<file path="src/rtl/calc_pkg.sv">
// Shared types and constants for the sequential binary-to-BCD converter.
package calc_pkg;

  typedef enum logic [1:0] {
    IDLE  = 2'd0,
    SHIFT = 2'd1,
    DONE  = 2'd2
  } state_e;

  localparam logic [3:0] BCD_BLANK  = 4'hF;
  localparam int         DEF_DIGITS = 4;

endpackage

</file>
<file path="src/rtl/bcd_digit_adj.sv">
// Double-dabble correction for one BCD digit: add 3 when the digit is 5 or more.
module bcd_digit_adj (
  input  logic [3:0] d_i,
  output logic [3:0] d_o
);

  assign d_o = (d_i >= 4'd5) ? d_i + 4'd3 : d_i;

endmodule

</file>
<file path="src/rtl/bin_to_bcd_seq.sv">
// Sequential double-dabble converter, one bit per clock.
// Optional LEADING_ZERO_BLANK_EN replaces leading zero digits with the blank code.
module bin_to_bcd_seq
  import calc_pkg::*;
#(
  parameter int WIDTH  = 14,
  parameter int DIGITS = DEF_DIGITS
) (
  input  logic                  clk,
  input  logic                  reset,
  input  logic                  in_valid,
  output logic                  in_ready,
  input  logic [WIDTH-1:0]      in_bin,
  output logic                  out_valid,
  output logic [4*DIGITS-1:0]   out_bcd,
  output logic                  out_ovf
);

  // One spare digit above the presented ones catches overflow without losing bits.
  localparam int ND = DIGITS + 1;
  localparam int AW = 4 * ND;
  localparam int CW = (WIDTH > 1) ? $clog2(WIDTH) : 1;
  localparam logic [CW-1:0] LAST = CW'(WIDTH - 1);

  state_e               state_q;
  logic [WIDTH-1:0]     bin_q, bin_d;
  logic [AW-1:0]        acc_q, acc_adj, acc_d;
  logic [CW-1:0]        cnt_q;
  logic [4*DIGITS-1:0]  bcd_d;
  logic                 ovf_d;

  for (genvar g = 0; g < ND; g++) begin : g_adj
    bcd_digit_adj u_adj (
      .d_i (acc_q[4*g +: 4]),
      .d_o (acc_adj[4*g +: 4])
    );
  end

  assign acc_d    = (acc_adj << 1) | AW'(bin_q[WIDTH-1]);
  assign bin_d    = bin_q << 1;
  assign in_ready = (state_q == IDLE);

  always_comb begin
    ovf_d = |acc_q[AW-1 -: 4];
    bcd_d = acc_q[4*DIGITS-1:0];
`ifdef LEADING_ZERO_BLANK_EN
    begin : blank
      logic lead;
      // Walk down from the top digit; digit 0 is never blanked.
      lead = !ovf_d;
      for (int i = DIGITS - 1; i >= 1; i--) begin
        if (acc_q[4*i +: 4] != 4'd0) lead = 1'b0;
        if (lead) bcd_d[4*i +: 4] = BCD_BLANK;
      end
    end
`endif
  end

  always_ff @(posedge clk) begin
    if (reset) begin
      state_q   <= IDLE;
      bin_q     <= '0;
      acc_q     <= '0;
      cnt_q     <= '0;
      out_bcd   <= '0;
      out_ovf   <= 1'b0;
      out_valid <= 1'b0;
    end else begin
      out_valid <= 1'b0;
      case (state_q)
        IDLE: begin
          if (in_valid) begin
            bin_q   <= in_bin;
            acc_q   <= '0;
            cnt_q   <= '0;
            state_q <= SHIFT;
          end
        end
        SHIFT: begin
          acc_q <= acc_d;
          bin_q <= bin_d;
          cnt_q <= cnt_q + CW'(1);
          if (cnt_q == LAST) state_q <= DONE;
        end
        DONE: begin
          out_bcd   <= bcd_d;
          out_ovf   <= ovf_d;
          out_valid <= 1'b1;
          state_q   <= IDLE;
        end
        default: state_q <= IDLE;
      endcase
    end
  end

endmodule

</file>
<file path="config.mk">
export PLATFORM = sky130hd
export DESIGN_NAME = bin_to_bcd_seq
export DESIGN_NICKNAME = d
export VERILOG_FILES = /design/src/rtl/calc_pkg.sv /design/src/rtl/bcd_digit_adj.sv /design/src/rtl/bin_to_bcd_seq.sv
export SDC_FILE = /design/constraint.sdc
export NUM_CORES = 1
export LEC_CHECK = 0
export CORE_UTILIZATION = 35
export DETAILED_ROUTE_END_ITERATION = 12
export GPL_TIMING_DRIVEN = 0
export PLACE_DENSITY = 0.57
export SLEW_MARGIN = 20
export SYNTH_ARGS = -nofsm -noshare
export SYNTH_HDL_FRONTEND = slang
export SYNTH_SLANG_ARGS = --single-unit
</file>
<file path="constraint.sdc">
create_clock -name clk -period 3.5 [get_ports clk]
set_clock_uncertainty 0.2 [all_clocks]
set_input_delay 0.35 -clock clk [delete_from_list [all_inputs] [get_ports clk]]
set_output_delay 0.35 -clock clk [all_outputs]
set_load 0.01 [all_outputs]
</file>
==> impl_metrics.ini <==
[status]
run_status = complete, no violations

[yosys]
syn_area_per_cell_sq_um = 8.104
synth_top_area_frac = 0.4328
yosysTopAreaCell = dfxtp_1
yosysWarnings = 0
synth_top_cells_by_area = dfxtp_1, a21oi_1, nor2_1
synth_edf_count = 0
ys_seq_area_frac = 0.4328
synthDistinctLibCells = 28
async_reset_ff_frac = 0
synth-main-ff-cell = dfxtp_1
synth_nets = 361
synthCells = 331
synth_seq_cells = 58
syn_area_sq_um = 2683

[setup_path]
worstSetupStartpoint = state_q[0]
crit_fanout = 10
reg2regPathDepth = 6
critPathKind = flip-flop to output port
worstSetupEndpointType = output port
r2r_setup_slack_ns = 1.78
reg2reg_to = acc_q[2]
r2r_start = acc_q[1]
critPathLaunchType = flip-flop
crit_required_ns = 2.95
arrival_ns = 1.76
worstSetupEndpoint = in_ready

[clocking]
root_buffer = clkbuf_8
postCtsHoldBufs = 0
cts_tree = built
clkLatencyLatePin_ns = 0.33
h-tree-depth = 3
clk_pin_slew_ns = 0.06
cts_setup_buffers = 0
numCtsBuffers = 9
ctsLongestPathBuffers = 2
cts.sinks = 58
ctsResizeCount = 0

[sta]
finalSetupTns_ns = 0
post-route-period-util = 0.6597
hold_ws_ns = 0.2243
relSlewSlack = 0.6028
rsz0062_at_grt = false
fin_ws_ns = 1.191
tightestPinTransition_ns = 0.5959
hold_viol = 0
fmax_ghz = 0.4331
slew_viol_final = 0
min_period_ns = 2.309
setup_violations = 0

[global_routing]
globalRouteTotalUtil = 0.1642
grt_overflow_total = 0
grt_max_degree = 11
grt_pass1_wl_um = 9756
grt_pass1_vias = 1995
antenna_found_initial = 0

[die]
ioPinCount = 36
fp.coreArea_sq_um = 7331
num_rows = 31
die_y_um = 89.55
initial_utilization = 0.3659
die_w_um = 89.55
die-area_sq_um = 8018

[placement]
io_buffers = 33
dp_slack_ns = 1.555
dp.cells = 463
gp_congestion = 0.7720
hpwl_um = 4028
dpl_cell_area_sq_um = 3137

[cells_and_area]
area_delta_synth_final_pct = 22.85
layout_commonest_cell = dfxtp_1
post-route-util = 0.4496
layout-drive-gt1-share = 0.08223
final_cell_mix = dfxtp_1, nor2_1, a21oi_1
n_antenna_cell = 0
final-seq-area_sq_um = 1161
final_nets = 405
nFillCells = 741
fin_area_sq_um = 3296
stdcell_count = 476
multi_input_area_sq_um = 1365

[hold_path]
hp-class = input port to flip-flop

[power]
finalPower_mw = 1.330
peakVddDrop_uv = 210.6
power_density_nw_per_um2 = 403.6
power.leakage_nw = 1.266

[routing]
drt-total-wl_um = 5933
drc = 0
ant_nets = 0
vias = 2265
routedWlPerCell_um = 12.46
first_iter_violations = 131
vias_per_cell = 4.758
dr.pass1.iters = 4

[run]
cap_violations = 0
-- worst max-delay path, stage by stage, from the launching register on --
cell and delay [ns]:
dfxtp_1 0.35, buf_2 0.19, buf_4 0.19, nor2_1 0.14
clkdlybuf4s50_1 0.55
-- layout make-up --
cell class / instances / share of cell area
repair buffers: 33 / 0.1002
inverters: 12 / 0.01367
well taps: 99 / 0.03759
multi-input cells: 239 / 0.4142
flip-flops and latches: 58 / 0.3523
plain buffers: 22 / 0.03379
clock buffers: 13 / 0.04822
-- metal layers --
| metal | track usage | share of wire | vias up |
|---|---|---|---|
| li1 | - | - | 1195 |
| met2 | 0.2445 | 0.45 | 43 |
| met3 | 0.04432 | 0.036 | 9 |
| met5 | 0 | 0 | - |
| met4 | 0.07648 | 0.018 | 0 |
| met1 | 0.2197 | 0.49 | 1018 |
-- Yosys cell counts, types with 2 or more instances --
| library cell | number |
|---|---|
| a211oi_1 | 2 |
| buf_2 | 11 |
| and4_1 | 2 |
| o21ai_0 | 9 |
| a21oi_1 | 41 |
| clkbuf_1 | 7 |
| buf_4 | 4 |
| xnor2_1 | 5 |
| a22oi_1 | 2 |
| mux2i_1 | 5 |
| nand3_1 | 7 |
| nor2_1 | 53 |
| dfxtp_1 | 58 |
| nor3_1 | 19 |
| a22o_1 | 14 |
| nor2b_1 | 14 |
| inv_1 | 12 |
| nand2b_1 | 7 |
| nand2_1 | 33 |
| ha_1 | 13 |
| nor2_2 | 3 |
| xor2_1 | 4 |
-- state kept, by name, indices dropped and copies added (netlist names) --
name,count
out_valid,1
out_ovf,1
acc_q,20
state_q,2
cnt_q,4
out_bcd,16
bin_q,14
-- cells by family after synthesis --
logic type / synth area share
and+or+nand+nor: 0.2360
AOI/OAI and AO/OA: 0.1600
DFF: 0.4328
buffers and inverters: 0.05830
adders and majority gates: 0.06064
xor gates and xnor gates: 0.02938
muxes: 0.02285
-- how the worst min path moves through the flow --
stage          startpoint         end  slack [ns]  cells after the start
2_1_floorplan   acc_q[17]   acc_q[17]        0.25                      1
3_3_place_gp   out_bcd[9]  out_bcd[9]        0.24                      2
3_5_place_dp   out_bcd[4]  out_bcd[4]        0.25                      2
4_1_cts          in_valid    bin_q[2]        0.21                      4
5_1_grt          in_valid    bin_q[3]        0.26                      4
6_report         in_valid    bin_q[2]        0.22                      4
-- report_power, final --
part / total (mW) / switching, mW / internal (mW) / leakage (nW)
sequential: 0.689 / 0.0113 / 0.678 / 0.471
clock: 0.527 / 0.243 / 0.284 / 0.0815
combinational: 0.114 / 0.0641 / 0.0499 / 0.713
Note: power is estimated with default switching activity, not from simulation.
